`src/rtl/operator_test_fsm.sv`:
```
// rtl/operator_test_fsm.sv - operand-pair operator FSM with circular result array
//
// Accepts two operands (A then B) over a valid/ready input, applies the operator
// selected by op (sampled with B), and stores the result in a DEPTH-entry
// circular array that drains through a valid/ready output.
//
// Ports:
//   clk         rising-edge clock
//   reset       asynchronous active-low reset, clears all state
//   in1         operand data
//   in1_valid   in1 carries an operand
//   in1_ready   operand accepted this cycle when in1_valid is also high
//   op          operator select, captured together with operand B
//   out1        result at the head of the array
//   out1_valid  array is non-empty
//   out1_ready  consumer takes out1 this cycle
//   count       number of stored results
//
// Build option OPERATOR_TEST_SIGNED_EN: op 7 becomes signed less-than and
// op 6 becomes signed less-than-or-equal. Ports and state are identical in
// both builds.
module operator_test_fsm #(
    parameter int DATA_W  = 32,
    parameter int DEPTH   = 8,
    parameter int STATE_W = 8
) (
    input  logic                       clk,
    input  logic                       reset,
    input  logic [DATA_W-1:0]          in1,
    input  logic                       in1_valid,
    output logic                       in1_ready,
    input  logic [2:0]                 op,
    output logic [DATA_W-1:0]          out1,
    output logic                       out1_valid,
    input  logic                       out1_ready,
    output logic [$clog2(DEPTH):0]     count
);

    localparam int PTR_W = $clog2(DEPTH);
    localparam int CNT_W = PTR_W + 1;

    typedef enum logic [STATE_W-1:0] {
        INITIAL = STATE_W'(0),
        START   = STATE_W'(1),
        OPB     = STATE_W'(2),
        EXEC    = STATE_W'(3)
    } state_t;

    state_t             fsm_state;
    logic [PTR_W-1:0]   wr_ptr;
    logic [PTR_W-1:0]   rd_ptr;
    logic [DATA_W-1:0]  a_q;
    logic [DATA_W-1:0]  b_q;
    logic [2:0]         op_q;
    logic [DATA_W-1:0]  arr [DEPTH];
    logic [DATA_W-1:0]  exec_result;
    logic               push;
    logic               pop;

    // Full is only checked in START; EXEC always follows a START that saw room.
    always_comb begin
        in1_ready = 1'b0;
        case (fsm_state)
            START:   in1_ready = (count != CNT_W'(DEPTH));
            OPB:     in1_ready = 1'b1;
            default: in1_ready = 1'b0;
        endcase
    end

    assign out1       = arr[rd_ptr];
    assign out1_valid = (count != '0);
    assign push       = (fsm_state == EXEC);
    assign pop        = out1_valid && out1_ready;

    always_comb begin
        exec_result = '0;
        case (op_q)
            3'd0: exec_result = a_q + b_q;
            3'd1: exec_result = a_q - b_q;
            3'd2: exec_result = a_q & b_q;
            3'd3: exec_result = a_q | b_q;
            3'd4: exec_result = a_q ^ b_q;
            3'd5: exec_result = DATA_W'(a_q == b_q);
`ifdef OPERATOR_TEST_SIGNED_EN
            3'd6: exec_result = DATA_W'($signed(a_q) <= $signed(b_q));
            3'd7: exec_result = DATA_W'($signed(a_q) < $signed(b_q));
`else
            3'd6: exec_result = DATA_W'((a_q != '0) && (b_q != '0));
            3'd7: exec_result = DATA_W'(a_q < b_q);
`endif
            default: exec_result = '0;
        endcase
    end

    always_ff @(posedge clk or negedge reset) begin
        if (!reset) begin
            fsm_state <= INITIAL;
            wr_ptr    <= '0;
            rd_ptr    <= '0;
            count     <= '0;
            a_q       <= '0;
            b_q       <= '0;
            op_q      <= '0;
            for (int i = 0; i < DEPTH; i++) begin
                arr[i] <= '0;
            end
        end else begin
            case (fsm_state)
                INITIAL: fsm_state <= START;
                START: begin
                    if (in1_valid && in1_ready) begin
                        a_q       <= in1;
                        fsm_state <= OPB;
                    end
                end
                OPB: begin
                    if (in1_valid) begin
                        b_q       <= in1;
                        op_q      <= op;
                        fsm_state <= EXEC;
                    end
                end
                EXEC: begin
                    arr[wr_ptr] <= exec_result;
                    // DEPTH is a power of two, so natural overflow is the wrap.
                    wr_ptr      <= wr_ptr + 1'b1;
                    fsm_state   <= START;
                end
                default: fsm_state <= INITIAL;
            endcase

            if (pop) begin
                rd_ptr <= rd_ptr + 1'b1;
            end

            case ({push, pop})
                2'b10:   count <= count + 1'b1;
                2'b01:   count <= count - 1'b1;
                default: count <= count;
            endcase
        end
    end

endmodule

```
`config.mk`:
```
export PLATFORM = sky130hd
export DESIGN_NAME = operator_test_fsm
export DESIGN_NICKNAME = d
export VERILOG_FILES = /design/src/rtl/operator_test_fsm.sv
export SDC_FILE = /design/constraint.sdc
export NUM_CORES = 1
export LEC_CHECK = 0
export CORE_ASPECT_RATIO = 0.6
export CORE_MARGIN = 10
export CORE_UTILIZATION = 67
export DETAILED_ROUTE_END_ITERATION = 10
export PLACE_DENSITY_LB_ADDON = 0.25
export RECOVER_POWER = 100
export SETUP_SLACK_MARGIN = 0.5
export SLEW_MARGIN = 20
export SYNTH_ARGS = -nofsm -noshare
export SYNTH_HDL_FRONTEND = slang
export SYNTH_SLANG_ARGS = --single-unit
```
`constraint.sdc`:
```
create_clock -name clk -period 5.3 [get_ports clk]
set_input_delay 1.06 -clock clk [delete_from_list [all_inputs] [get_ports clk]]
set_output_delay 1.06 -clock clk [all_outputs]
set_load 0.1 [all_outputs]
```
# Word-level counts from Yosys, hierarchy flattened
# Cells that the tools add are included.
# Widths: inputs -> output; s select.
# totals
register_bits	341
latchBits	0
ramBits	0
romBits	0
in_bits	39
word_cells	72
mem_count	0
# classes
add_sub_neg	6
mul	0
div_mod_pow	0
n_lt_le_gt_ge	4
eq_ne	16
n_shift	0
n_mux	12
n_bitwise	5
reduce_logical	14
# ops
op	n
$bwmux 256	1
$pmux 32 s8	1
$bmux 32 s3	1
$demux 32 s3	1
$mux 32	3
$reduce_bool 32->1	2
$add 32x32->32	1
$and 32x32->32	1
$eq 32x32->1	1
$lt 32x32->1	1
$or 32x32->32	1
$sub 32x32->32	1
$xor 32x32->32	1
$pmux 8 s3	1
$eq 8x2->1 const B	2
$mux 8	2
$eq 3x3->1 const B	4
$eq 8x1->1 const B	1
$ge 4x4->1 const B	2
$logic_not 8->1	1
$not 3->4	2
$pmux 4 s2	1
$add 3x1->3 const B	2
$eq 3x2->1 const B	2
other kinds (15)	21

# Depth between registers and ports, before layout
# logic_depth
depth_word	6
ltp_mapped	12
ltp_nobuf	12

# Least setup slack after synthesis
# Ideal clock, no wire load.
# synth_timing
path_kind	register -> register
start	register count[1]
end	register a_q[11]
setup_ns	0.125
t_arrival_ns	3.584
required_time_ns	5.175
setup_slack_ns	1.591
stages_incl_launch_ff	8
path_buffers	1
synth_period_minus_slack_ns	3.709
cell_sequence	dfrtp_1 > nor3_1 > nand2_1 > a21oi_1 > nor2_1 > nand3_1 > buf_1 > mux2_2
# synth_via
elab_chain_cells	4
# synth_lines
element	line	rtl
start, declared	36	output logic [$clog2(DEPTH):0] count
start signal, assigned	137	2'b10: count <= count + 1'b1;
start signal, assigned	138	2'b01: count <= count - 1'b1;
start signal, assigned	139	default: count <= count;
$ne 4x4->1	64	START: in1_ready = (count != CNT_W'(DEPTH));
$pmux 1 s2	63	case (fsm_state)
net in1_ready	31	output logic in1_ready,
$logic_and 1x1->1	111	if (in1_valid && in1_ready) begin
$reduce_and 2->1 (no line)	-	
end signal, assigned	112	a_q <= in1;
end, declared	52	logic [DATA_W-1:0] a_q;
# The timed path passes the listed nets, and every way through them passes these cells.
# A chain may end at the register's enable or synchronous reset.

# Worst setup path in the final report
# layout_timing
start	register a_q[1]
end	register arr[61] (netlist bit)
# layout_via
elab_chain_cells	3
word_cells_on_any_way	4
cone_classes	add/sub: 2; mux: 2
# layout_lines
element	line	rtl
$sub 32x32->32 or $add 32x32->32 (tied branches)	79, 78	
$pmux 32 s8 (*)	77	case (op_q)
$bwmux 256 (*)	124	arr[wr_ptr] <= exec_result;
end signal, assigned by index	124	
end, declared	55	logic [DATA_W-1:0] arr [DEPTH];
# Every way passes the cells marked *; elsewhere a longest branch is shown, timed or not.

==> results.md <==
* Dominant register cell in the synthesized netlist: sky130_fd_sc_hd__dfrtp_1
* Antenna violations before repair at 5
* TritonCTS buffer count at 31
* Endpoint required time on the critical path at about 5.7 ns
* Total placed instance area at just over 20000 µm²
* Number of global-route vias before repair at between 15000 and 20000
* Layout overhead on the synthesized area at 9.96%
* Max Freq at around 210 MHz
* Final Skew at between 0.02 and 0.03 ns
* Ratio of routed vias to standard cells at about 6.8
* Crit-path slowest cell: sky130_fd_sc_hd__a211oi_1
* Failing checks: design-rule violations, max-capacitance violations, max-slew violations
* Final routed wire length divided by cell count at around 24 µm
* Final critical delay including setup and external delays at between 4 and 5 ns
* Drt first pass iters at 10
* GRT Residual Overflow at 0
* Status: finished, violations left
* Sequential-to-total area share from yosys stat at 42.7%
* Number of hold buffers added after cts at 0
* DP HPWL at about 42 mm
* Number of placed instances with taps included at approximately 2400
* Final setup TNS at 0 ns
* Combined area of the multi-input logic cells at ~10000 µm²
* Remaining routing DRC violations at 1
* Number of max-slew violations in the final report at just under 500
* Cells after synthesis at slightly above 2000
* I/O pin total at between 70 and 80
* Number of max-cap violations at 9
* CTS H-tree lvls at 1
* Number of enable-type register cells in the synthesized netlist at 0
* RSZ-0062 raised after global routing: false
* Final period util at 91.5%
* Avg Inst Size Synth at approximately 9.6 µm²
* Distinct cell type count of the synthesized netlist at 82
* Final number of hold-violating endpoints at 0
* Critical path fanouts, max at 8
* Slowest stage delay, CP at approximately 1.1 ns
* Kind of critical path: reg -> reg
* Register cell area after layout at ~8400 µm²
* Crit path arrival time at approximately 5.3 ns
* Kind of end point of the critical path: flip-flop
* Clock tree from TritonCTS: done
* Relative max-transition margin at -52.8%
* Detailed-route wire length at around 60 mm
* Number of nets with antenna violations after routing at 0
* Clock sink count at approximately 340
* Post-Syn Nets at around 2200
* Detailed Route Iter0 Violations at 2319
* Cell area after synthesis at ~20000 µm²
* Standard-cell rows at 48
* Maximum number of pins on one net before global-route repair at about 120
* Yosys warning total at 0
* Via Count at roughly 17000
* Die ar. at 36800 µm²
* Path category of the worst min-delay check: reg -> reg
* Wire length of the first global-routing pass at between 90 and 100 mm
* Transition at the pin with the smallest max-transition slack at about 2.3 ns
* Number of standard cells in the layout, taps in and fillers out at around 2500
* Worst-path clk slew at ~0.06 ns
* Commonest cells after routing, fill and taps aside: 332 x sky130_fd_sc_hd__dfrtp_1, 252 x sky130_fd_sc_hd__nand2_1, 248 x sky130_fd_sc_hd__o21ai_0, 177 x sky130_fd_sc_hd__a21oi_1, 162 x sky130_fd_sc_hd__nor2_1
* Initial standard-cell utilization of the core at about two thirds
* Fin area at around 22000 µm²
* Most common cell after layout, fill and taps aside: sky130_fd_sc_hd__dfrtp_1
* Clock latency of the later-clocked register in the worst-skew pair at between 0.5 and 0.6 ns
* Register bit count reported by yosys at ~340
* CTS Root Buffer Type: sky130_fd_sc_hd__clkbuf_16
* Fraction of layout instances using a drive strength above 1 at between 10% and 20%
* Horiz. Die Dim at roughly 240 µm
* Die boundary height at about 150 µm
* Setup-failing EPs final at 0
* Kind of start point of the critical path: flip-flop
* Global placement routability congestion at ~1.1
* Core area at 28800 µm²
* Filler Cells Inserted at between 1500 and 2000
* Final layout net count at approximately 2200
* Maximum count of clock buffers along a single path at 3
* All-Layer GR Usage at roughly 32%
* FFs w/ async S/R, synth at between 90% and 100%
* Series of cell instances along the critical path: inv_1, ha_1, a211oi_1, o31ai_1, o221ai_2, a211oi_1, o211ai_1, a31oi_1, o31ai_1, a21oi_1, a21oi_1
* Buffers added on ports at 76
synthesized netlist by cell type, types with 4 or more instances:
cell type	n	area share [%]
sky130_fd_sc_hd__a22oi_1	6	0.23
sky130_fd_sc_hd__mux2_2	102	5.8
sky130_fd_sc_hd__nand3_1	20	0.51
sky130_fd_sc_hd__o22a_1	7	0.31
sky130_fd_sc_hd__o21ai_0	245	6.2
sky130_fd_sc_hd__xnor2_1	6	0.27
sky130_fd_sc_hd__xor2_1	5	0.22
sky130_fd_sc_hd__o22ai_1	19	0.61
sky130_fd_sc_hd__nand4_1	13	0.41
sky130_fd_sc_hd__buf_2	11	0.28
sky130_fd_sc_hd__a221o_1	4	0.20
sky130_fd_sc_hd__and2_1	9	0.29
sky130_fd_sc_hd__a21o_1	14	0.53
sky130_fd_sc_hd__nand2b_1	14	0.45
sky130_fd_sc_hd__nor2b_1	14	0.45
sky130_fd_sc_hd__o31ai_1	10	0.38
sky130_fd_sc_hd__inv_1	114	2.2
sky130_fd_sc_hd__and3_1	7	0.22
sky130_fd_sc_hd__nand2_1	252	4.8
sky130_fd_sc_hd__a221oi_1	6	0.27
sky130_fd_sc_hd__a31oi_1	8	0.25
sky130_fd_sc_hd__o2bb2ai_1	5	0.22
sky130_fd_sc_hd__a31o_2	6	0.27
sky130_fd_sc_hd__ha_1	105	6.7
sky130_fd_sc_hd__nor3_1	23	0.59
sky130_fd_sc_hd__clkbuf_1	105	2.0
sky130_fd_sc_hd__mux4_2	65	7.5
sky130_fd_sc_hd__buf_1	10	0.19
sky130_fd_sc_hd__mux2i_1	7	0.36
sky130_fd_sc_hd__o21bai_1	9	0.34
sky130_fd_sc_hd__o211ai_1	11	0.42
sky130_fd_sc_hd__a211oi_1	19	0.73
sky130_fd_sc_hd__nor4_1	29	0.92
sky130_fd_sc_hd__o21a_1	10	0.38
sky130_fd_sc_hd__nor2_1	168	3.2
sky130_fd_sc_hd__dfrtp_1	335	43
sky130_fd_sc_hd__a21oi_1	176	4.5
sky130_fd_sc_hd__or3_1	6	0.19
registers in the layout, indices dropped and copies added (netlist names):
name	flops
rd_ptr	3
count	4
fsm_state	2
a_q	32
b_q	32
arr	256
wr_ptr	3
op_q	3
through the flow:
stage	utilization (%)	hold slack, ns	setup slack, ns
final	74.9	0.475	0.450
after global routing	74.9	0.501	0.304
after CTS	75.3	0.481	0.586
after detailed placement	71.7	0.465	1.19
after global placement	71.7	0.457	1.23
after floorplan	-	0.445	1.59
final timing paths:
check,start,slack [ns],cells past startpoint,endpoint
setup / recovery,a_q[1]$_DFFE_PN0P_,0.45,11,arr[61]$_DFFE_PN0P_
hold / removal,arr[174]$_DFFE_PN0P_,0.47,2,arr[174]$_DFFE_PN0P_
setup reg to reg,a_q[1]$_DFFE_PN0P_,0.45,11,arr[61]$_DFFE_PN0P_
hold reg to reg,arr[174]$_DFFE_PN0P_,0.47,2,arr[174]$_DFFE_PN0P_
max in group asynchronous,reset,1.44,2,b_q[21]$_DFFE_PN0P_
min in group asynchronous,reset,1.18,1,a_q[9]$_DFFE_PN0P_
cell type report:
class,instances,area share (%)
multi-input combinational,1473,47.7
sequential,335,38.8
timing repair buffer,103,4.43
clock buffer,44,4.19
tap,375,2.17
inverter,116,2.02
clock inverter,8,0.585
antenna,4,0.0463
critical path, delay by kind of cell (launching register included):
| family | cells | cell delay (ns) |
|---|---|---|
| fa+ha+maj | 1 | 0.39 |
| compound gates | 9 | 3.74 |
| flops | 1 | 0.43 |
| buf+inv | 1 | 0.14 |
cell families (layout without fill, tap and decap cells):
kind of cell / after synthesis / after routing / synth area share [%]
other: 0 / 4 / 0
buffers and inverters: 243 / 271 / 4.73
DFF: 335 / 335 / 42.7
xor gates and xnor gates: 11 / 11 / 0.490
AOI/OAI and AO/OA: 610 / 610 / 18.8
and+or+nand+nor: 570 / 570 / 12.7
muxes: 174 / 174 / 13.7
adders and majority gates: 108 / 108 / 6.99
metal layers:
| layer | GRT usage (%) | part of all wire (%) | up-vias |
|---|---|---|---|
| met5 | 0 | 0.022 | - |
| met4 | 7.75 | 2.4 | 2 |
| met3 | 10.3 | 14 | 125 |
| met2 | 45.9 | 42 | 1047 |
| met1 | 47.0 | 42 | 8184 |
| li1 | - | - | 7325 |
what timing repair did:
| item | in CTS | in global routing |
|---|---|---|
| resized for setup | 0 | 1 |
| setup buffers | 0 | 0 |
| hold endpoints to repair | 0 | 0 |
| setup endpoints to repair | 0 | 1 |
Power is left out: the tool's default activity adds up to more than one toggle a clock period on the data nets, which glitch-free logic cannot reach.
